[src/rtl/spi_pkg.sv]
// Shared definitions for the SPI register-bank front end.
//   SPI_RW_WRITE : value of the leading R/W frame bit that selects a write
//   spi_state_t  : frame-decoder FSM states
//   frame_w()    : total frame length in bits (R/W + address + data)
package spi_pkg;

   localparam logic SPI_RW_WRITE = 1'b1;

   typedef enum logic [2:0] {
      IDLE,
      CMD,
      WDATA,
      RDATA,
      DONE
   } spi_state_t;

   function automatic int unsigned frame_w(input int unsigned addr_w, input int unsigned data_w);
      return 1 + addr_w + data_w;
   endfunction

endpackage

[src/rtl/sync_2ff.sv]
// Single-bit two-flop synchroniser for an asynchronous input.
//   clk : destination clock
//   rst : synchronous active-high reset, loads RST_VAL into both flops
//   d   : asynchronous input
//   q   : synchronised output
module sync_2ff #(
   parameter logic RST_VAL = 1'b0
) (
   input  logic clk,
   input  logic rst,
   input  logic d,
   output logic q
);

   logic meta;

   always_ff @(posedge clk) begin
      if (rst) begin
         meta <= RST_VAL;
         q    <= RST_VAL;
      end else begin
         meta <= d;
         q    <= meta;
      end
   end

endmodule

[src/rtl/spi_regbank_rw.sv]
// SPI mode-0 peripheral exposing NUM_REGS read/write configuration registers.
// Frame, MSB first: R/W (1 = write), ADDR_W address bits, DATA_W data bits.
//   clk       : system clock
//   rst       : synchronous active-high reset
//   SCLK      : SPI clock (asynchronous)
//   nCS       : SPI chip select, active low (asynchronous)
//   COPI      : controller-out data (asynchronous)
//   CIPO      : peripheral-out data, 0 when not driving read data
//   cipo_oe   : high while in the read data phase
//   regs      : flat register contents, register i at [i*DATA_W +: DATA_W]
//   wr_pulse  : one-clk strobe per register on a committed write
//   frame_err : one-clk pulse when a frame is aborted before completion
module spi_regbank_rw
   import spi_pkg::*;
#(
   parameter int unsigned NUM_REGS = 5,
   parameter int unsigned ADDR_W = 7,
   parameter int unsigned DATA_W = 8,
   parameter logic [NUM_REGS*DATA_W-1:0] RESET_VAL = '0
) (
   input  logic                         clk,
   input  logic                         rst,
   input  logic                         SCLK,
   input  logic                         nCS,
   input  logic                         COPI,
   output logic                         CIPO,
   output logic                         cipo_oe,
   output logic [NUM_REGS*DATA_W-1:0]   regs,
   output logic [NUM_REGS-1:0]          wr_pulse,
   output logic                         frame_err
);

   localparam int unsigned FRAME_W = frame_w(ADDR_W, DATA_W);
   localparam int unsigned CNT_W   = $clog2(FRAME_W + 1);

   logic sclk_s, ncs_s, copi_s;
   logic sclk_d, ncs_d;
   logic sclk_rise, sclk_fall, ncs_fall;
   logic [1:0] settle;
   logic settled;

   spi_state_t          state;
   logic [CNT_W-1:0]    cnt;
   logic [ADDR_W-1:0]   cmd_sr;
   logic [ADDR_W-1:0]   addr;
   logic                addr_valid;
   logic [DATA_W-1:0]   wr_sr;
   logic [DATA_W-1:0]   rd_shift;
   logic                fall_pend;
   logic                commit_req;
   logic [DATA_W-1:0]   commit_data;

   logic [ADDR_W:0]     cmd_full;
   logic [ADDR_W-1:0]   cmd_addr;
   logic                cmd_rw;
   logic                cmd_in_range;
   logic [DATA_W-1:0]   rd_val;
   logic [DATA_W-1:0]   wr_next;

   sync_2ff #(.RST_VAL(1'b0)) u_sync_sclk (.clk(clk), .rst(rst), .d(SCLK), .q(sclk_s));
   sync_2ff #(.RST_VAL(1'b1)) u_sync_ncs  (.clk(clk), .rst(rst), .d(nCS),  .q(ncs_s));
   sync_2ff #(.RST_VAL(1'b0)) u_sync_copi (.clk(clk), .rst(rst), .d(COPI), .q(copi_s));

   // The nCS synchroniser resets to 1, so if the pin is held low across reset
   // a false fall appears two cycles after release. settle masks that window
   // so only a fresh fall after reset starts a frame.
   always_ff @(posedge clk) begin
      if (rst) begin
         sclk_d <= 1'b0;
         ncs_d  <= 1'b1;
         settle <= '0;
      end else begin
         sclk_d <= sclk_s;
         ncs_d  <= ncs_s;
         if (settle != 2'd3) settle <= settle + 2'd1;
      end
   end

   assign sclk_rise = sclk_s & ~sclk_d;
   assign sclk_fall = ~sclk_s & sclk_d;
   assign ncs_fall  = ~ncs_s & ncs_d;
   assign settled   = (settle == 2'd3);

   // Command word including the bit arriving on this rise.
   assign cmd_full = {cmd_sr, copi_s};
   assign cmd_addr = cmd_full[ADDR_W-1:0];
   assign cmd_rw   = cmd_full[ADDR_W];
   assign wr_next  = {wr_sr[DATA_W-2:0], copi_s};

   always_comb begin
      rd_val       = '0;
      cmd_in_range = 1'b0;
      for (int unsigned i = 0; i < NUM_REGS; i++) begin
         if (cmd_addr == ADDR_W'(i)) begin
            rd_val       = regs[i*DATA_W +: DATA_W];
            cmd_in_range = 1'b1;
         end
      end
   end

   // Frame decoder. A completed write is handed to the register bank through
   // commit_req, which adds the one-cycle write latency after detection.
   always_ff @(posedge clk) begin
      if (rst) begin
         state       <= IDLE;
         cnt         <= '0;
         cmd_sr      <= '0;
         addr        <= '0;
         addr_valid  <= 1'b0;
         wr_sr       <= '0;
         rd_shift    <= '0;
         fall_pend   <= 1'b0;
         commit_req  <= 1'b0;
         commit_data <= '0;
         frame_err   <= 1'b0;
         CIPO        <= 1'b0;
         cipo_oe     <= 1'b0;
      end else begin
         frame_err  <= 1'b0;
         commit_req <= 1'b0;
         fall_pend  <= 1'b0;
         if (ncs_s) begin
            // Deselect takes priority over any coincident SCLK edge.
            if (state inside {CMD, WDATA, RDATA}) frame_err <= 1'b1;
            state   <= IDLE;
            CIPO    <= 1'b0;
            cipo_oe <= 1'b0;
         end else begin
            unique case (state)
               IDLE: begin
                  if (ncs_fall && settled) begin
                     state <= CMD;
                     cnt   <= '0;
                  end
               end
               CMD: begin
                  if (sclk_rise) begin
                     cmd_sr <= cmd_full[ADDR_W-1:0];
                     cnt    <= cnt + 1'b1;
                     if (cnt == CNT_W'(ADDR_W)) begin
                        cnt        <= '0;
                        addr       <= cmd_addr;
                        addr_valid <= cmd_in_range;
                        if (cmd_rw == SPI_RW_WRITE) begin
                           state <= WDATA;
                        end else begin
                           rd_shift <= rd_val;
                           CIPO     <= rd_val[DATA_W-1];
                           cipo_oe  <= 1'b1;
                           state    <= RDATA;
                        end
                     end
                  end
               end
               WDATA: begin
                  if (sclk_rise) begin
                     wr_sr <= wr_next;
                     cnt   <= cnt + 1'b1;
                     if (cnt == CNT_W'(DATA_W - 1)) begin
                        commit_req  <= addr_valid;
                        commit_data <= wr_next;
                        state       <= DONE;
                     end
                  end
               end
               RDATA: begin
                  // Each detected fall presents the next bit one cycle later;
                  // the fall right after entry re-presents the MSB.
                  if (sclk_fall) fall_pend <= 1'b1;
                  if (fall_pend) begin
                     CIPO     <= rd_shift[DATA_W-1];
                     rd_shift <= rd_shift << 1;
                  end
                  if (sclk_rise) begin
                     cnt <= cnt + 1'b1;
                     if (cnt == CNT_W'(DATA_W - 1)) begin
                        state   <= DONE;
                        CIPO    <= 1'b0;
                        cipo_oe <= 1'b0;
                     end
                  end
               end
               DONE: begin
               end
               default: state <= IDLE;
            endcase
         end
      end
   end

   always_ff @(posedge clk) begin
      if (rst) begin
         regs     <= RESET_VAL;
         wr_pulse <= '0;
      end else begin
         wr_pulse <= '0;
         if (commit_req) begin
            for (int unsigned i = 0; i < NUM_REGS; i++) begin
               if (addr == ADDR_W'(i)) begin
                  regs[i*DATA_W +: DATA_W] <= commit_data;
                  wr_pulse[i]              <= 1'b1;
               end
            end
         end
      end
   end

endmodule

[config.mk]
export PLATFORM = sky130hd
export DESIGN_NAME = spi_regbank_rw
export DESIGN_NICKNAME = d
export VERILOG_FILES = /design/src/rtl/spi_pkg.sv /design/src/rtl/sync_2ff.sv /design/src/rtl/spi_regbank_rw.sv
export SDC_FILE = /design/constraint.sdc
export NUM_CORES = 1
export LEC_CHECK = 0
export BUFFER_PORTS_ARGS = -buffer_cell sky130_fd_sc_hd__buf_2
export CAP_MARGIN = 20
export CORE_AREA = 2 2 111 86
export DETAILED_ROUTE_END_ITERATION = 10
export DIE_AREA = 0 0 113 88
export MAX_ROUTING_LAYER = met4
export PLACE_DENSITY = 0.69
export SYNTH_ARGS = -nofsm -noshare
export SYNTH_HDL_FRONTEND = slang
export SYNTH_SLANG_ARGS = --single-unit
[constraint.sdc]
create_clock -name clk -period 4.5 [get_ports clk]
set_input_delay 0 -clock clk [delete_from_list [all_inputs] [get_ports clk]]
set_output_delay 0 -clock clk [all_outputs]
set_load 0.005 [all_outputs]
==> flow_summary.ini <==
[outcome]
status = finished with violations
violations = design-rule violations

[sta]
worst_slew_pin_slew_ns = 1.037
fin_crit_sh = 0.5218
finalWorstSetupSlack_ns = 2.152
finalSetupTns_ns = 0
grt_setup_unrepaired = false
maxSlewViolCount = 0
setup_viol = 0
min_period_ns = 2.348
whs_ns = 0.3108
fmax_mhz = 425.9
finalHoldViolCount = 0
fin_skew_ns = 0.007092
slew_headroom = 0.3083

[die]
die_w_um = 113
die_y_um = 88
dieArea_mm2 = 0.009944
coreArea_mm2 = 0.008859
start_util = 0.4879
rows = 30
io_pins = 53

[synthesis]
syn_inst = 445
syn_nets = 452
netlist_area_mm2 = 0.004322
synth_area_leader_cell = dfxtp_1
yosys_register_bits = 106
yosysTopAreaCellShare = 0.4910
synthAdderAreaFrac = 0.005790
synthXorXnorAreaFrac = 0.002027
synth_cell_type_count = 53
ys_seq_area_frac = 0.4910
yosys.area_share.simple = 0.1960
synth_edf_count = 0
synth_compound_area_frac = 0.08917
synthFlopType = dfxtp_1
synth_area_leaders = dfxtp_1 49%, mux2i_1 17%, nor2_1 8.9%
synth.avg_cell_area_um2 = 9.712
ys_top_cells_by_count = 106 x dfxtp_1, 103 x nor2_1, 74 x mux2i_1
synthArstFlopShare = 0
synth_most_common_cell = dfxtp_1
synth_mux_area_frac = 0.1818
ys_warn_count = 0
synth_top_family_by_area = simple AND/OR/NAND/NOR gates

[clocking]
cts_resized = 0
htreeDepth = 3
cts_tree = yes
ctsHoldBuffers = 3
root_buffer = clkbuf_16
path_clk_slew_ns = 0.07
cts_buffer_depth = 2
numClockSinks = 106
cts_buffers = 9
postCtsSetupBuffers = 0
insertion_delay_ns = 0.34

[route]
drtPass1Iterations = 7
drt-wirelength-per-cell_um = 16.11
dr.first_iter.drc_count = 218
viasPerCell = 5.517
wl_met3_um = 357
vias = 3321
drc = 2
wl_met2_mm = 4.372
drt.antenna.violating_nets = 0
wl_mm = 9.699
wl_met1_mm = 4.914
topRoutingLayerUsed = met4

[worst_setup_path]
end_kind = register
cp.arrival_ns = 2.62
rr_worst_depth = 6
worstReg2RegStart = cnt[0]$_SDFFE_PP0P_
r2r_slack_ns = 2.15
start_kind = register
critPathRequiredTime_ns = 4.77
cp_max_fo = 11
setup.worst_path.class = register to register
r2r-end = addr_valid$_SDFFE_PP0P_
cp-startpoint = cnt[0]$_SDFFE_PP0P_

[pwr]
leakage_nw = 2.325
p_comb_frac = 0.019
switching_share = 0.2135
seqPwrFrac = 0.530
p_per_area_mw_per_mm2 = 361.9
intPower_mw = 1.410
irDropWorstVdd_v = 0.0002190
clkPwrFrac = 0.451
p_switching_mw = 0.3828
total_power_mw = 1.793

[hold_path]
min_to = wr_sr[2]$_SDFFE_PP0P_
hp-start = rst
min_path_cells = 2
worstHoldPathType = primary input to register

[layout]
drive_above_1_share = 0.1694
design_area_mm2 = 0.004955
final_util = 0.5593
antenna_cells = 0
syn2layout_area_growth_pct = 14.65
layout.cells.non_filler = 602
layout.nets = 492

[place]
place_area_mm2 = 0.004611
place_hpwl_mm = 6.703
place_inst = 583
port_buffers = 52
place.gp.congestion = 0.8180
dpl_worst_slack_ns = 2.146

[grt]
grt_pass1_vias = 3038
grt-ovfl-total = 0
grt_pass1_wl_mm = 15.53
grt_use_total = 0.2052
antenna_found_initial = 0
grt_max_degree = 57

[run]
cap_violations = 0
[how the worst max path moves through the flow]
stage | endpoint | slack [ns] | depth (start not counted)
after floorplan | commit_data[0]$_SDFFE_PP0P_ | 2.76 | 7
after global placement | addr_valid$_SDFFE_PP0P_ | 2.27 | 6
after detailed placement | addr_valid$_SDFFE_PP0P_ | 2.15 | 6
after CTS | addr_valid$_SDFFE_PP0P_ | 2.13 | 6
after global routing | addr_valid$_SDFFE_PP0P_ | 1.83 | 6
final | addr_valid$_SDFFE_PP0P_ | 2.15 | 6
[layout by cell type (no fill, tap or decap), types with 6 or more instances in the layout]
| master | count |
|---|---|
| dfxtp_1 | 106 |
| nor2_1 | 103 |
| mux2i_1 | 74 |
| buf_2 | 52 |
| a21oi_1 | 14 |
| nor2b_1 | 11 |
| nand2_1 | 10 |
| o21ai_0 | 10 |
| clkbuf_16 | 9 |
| nand3_1 | 8 |
| a32o_1 | 8 |
| nand2b_1 | 7 |
| a31oi_1 | 7 |
| a221oi_1 | 6 |
[cell type report]
cell class                 instances  area, um2
clock buffer                      10      239.0
clock inverter                     6      75.07
fill                             773       3904
inverter                           4      15.01
multi-input combinational        307       2058
sequential                       106       2122
tap                              112      140.1
timing repair buffer              57      305.3
[worst max-delay path, stage by stage (launching register included)]
cell and delay [ns]:
dfxtp_1 0.37, ha_1 0.24, nor4bb_1 0.46, nand4_1 0.66, a211oi_1 0.39, a21oi_1 0.07
nor2_1 0.10
[power by group through the flow]
| stage | registers, mW | logic [mW] | clock network [mW] |
|---|---|---|---|
| floorplan | 0.970 | 0.0273 | 0 |
| detailed placement | 0.972 | 0.0331 | 0 |
| finish | 0.950 | 0.0348 | 0.808 |
| global route | 0.951 | 0.0392 | 0.865 |
| global placement | 0.972 | 0.0319 | 0 |
| CTS | 0.950 | 0.0352 | 0.824 |
[cells by family after synthesis]
logic type	Yosys count
AO/OA/AOI/OAI	56
XOR/XNOR	1
adder cells (fa/ha/maj)	2
buffers and inverters	32
flip-flops	106
multiplexers	77
AND/OR/NAND/NOR	171
[flip-flops by register name, indices dropped and copies added (netlist names), 2 cells and up]
name / flops
wr_pulse: 5
addr: 7
settle: 2
cnt: 5
state: 3
rd_shift: 8
wr_sr: 7
cmd_sr: 7
regs: 40
commit_data: 8
[metal layers]
layer,vias to the layer above,track usage
li1,1645,-
met3,5,0.04221
met4,0,0.05100
met5,-,-
met2,73,0.3043
met1,1598,0.2879
No activity file was read; power rests on OpenSTA's default activity.
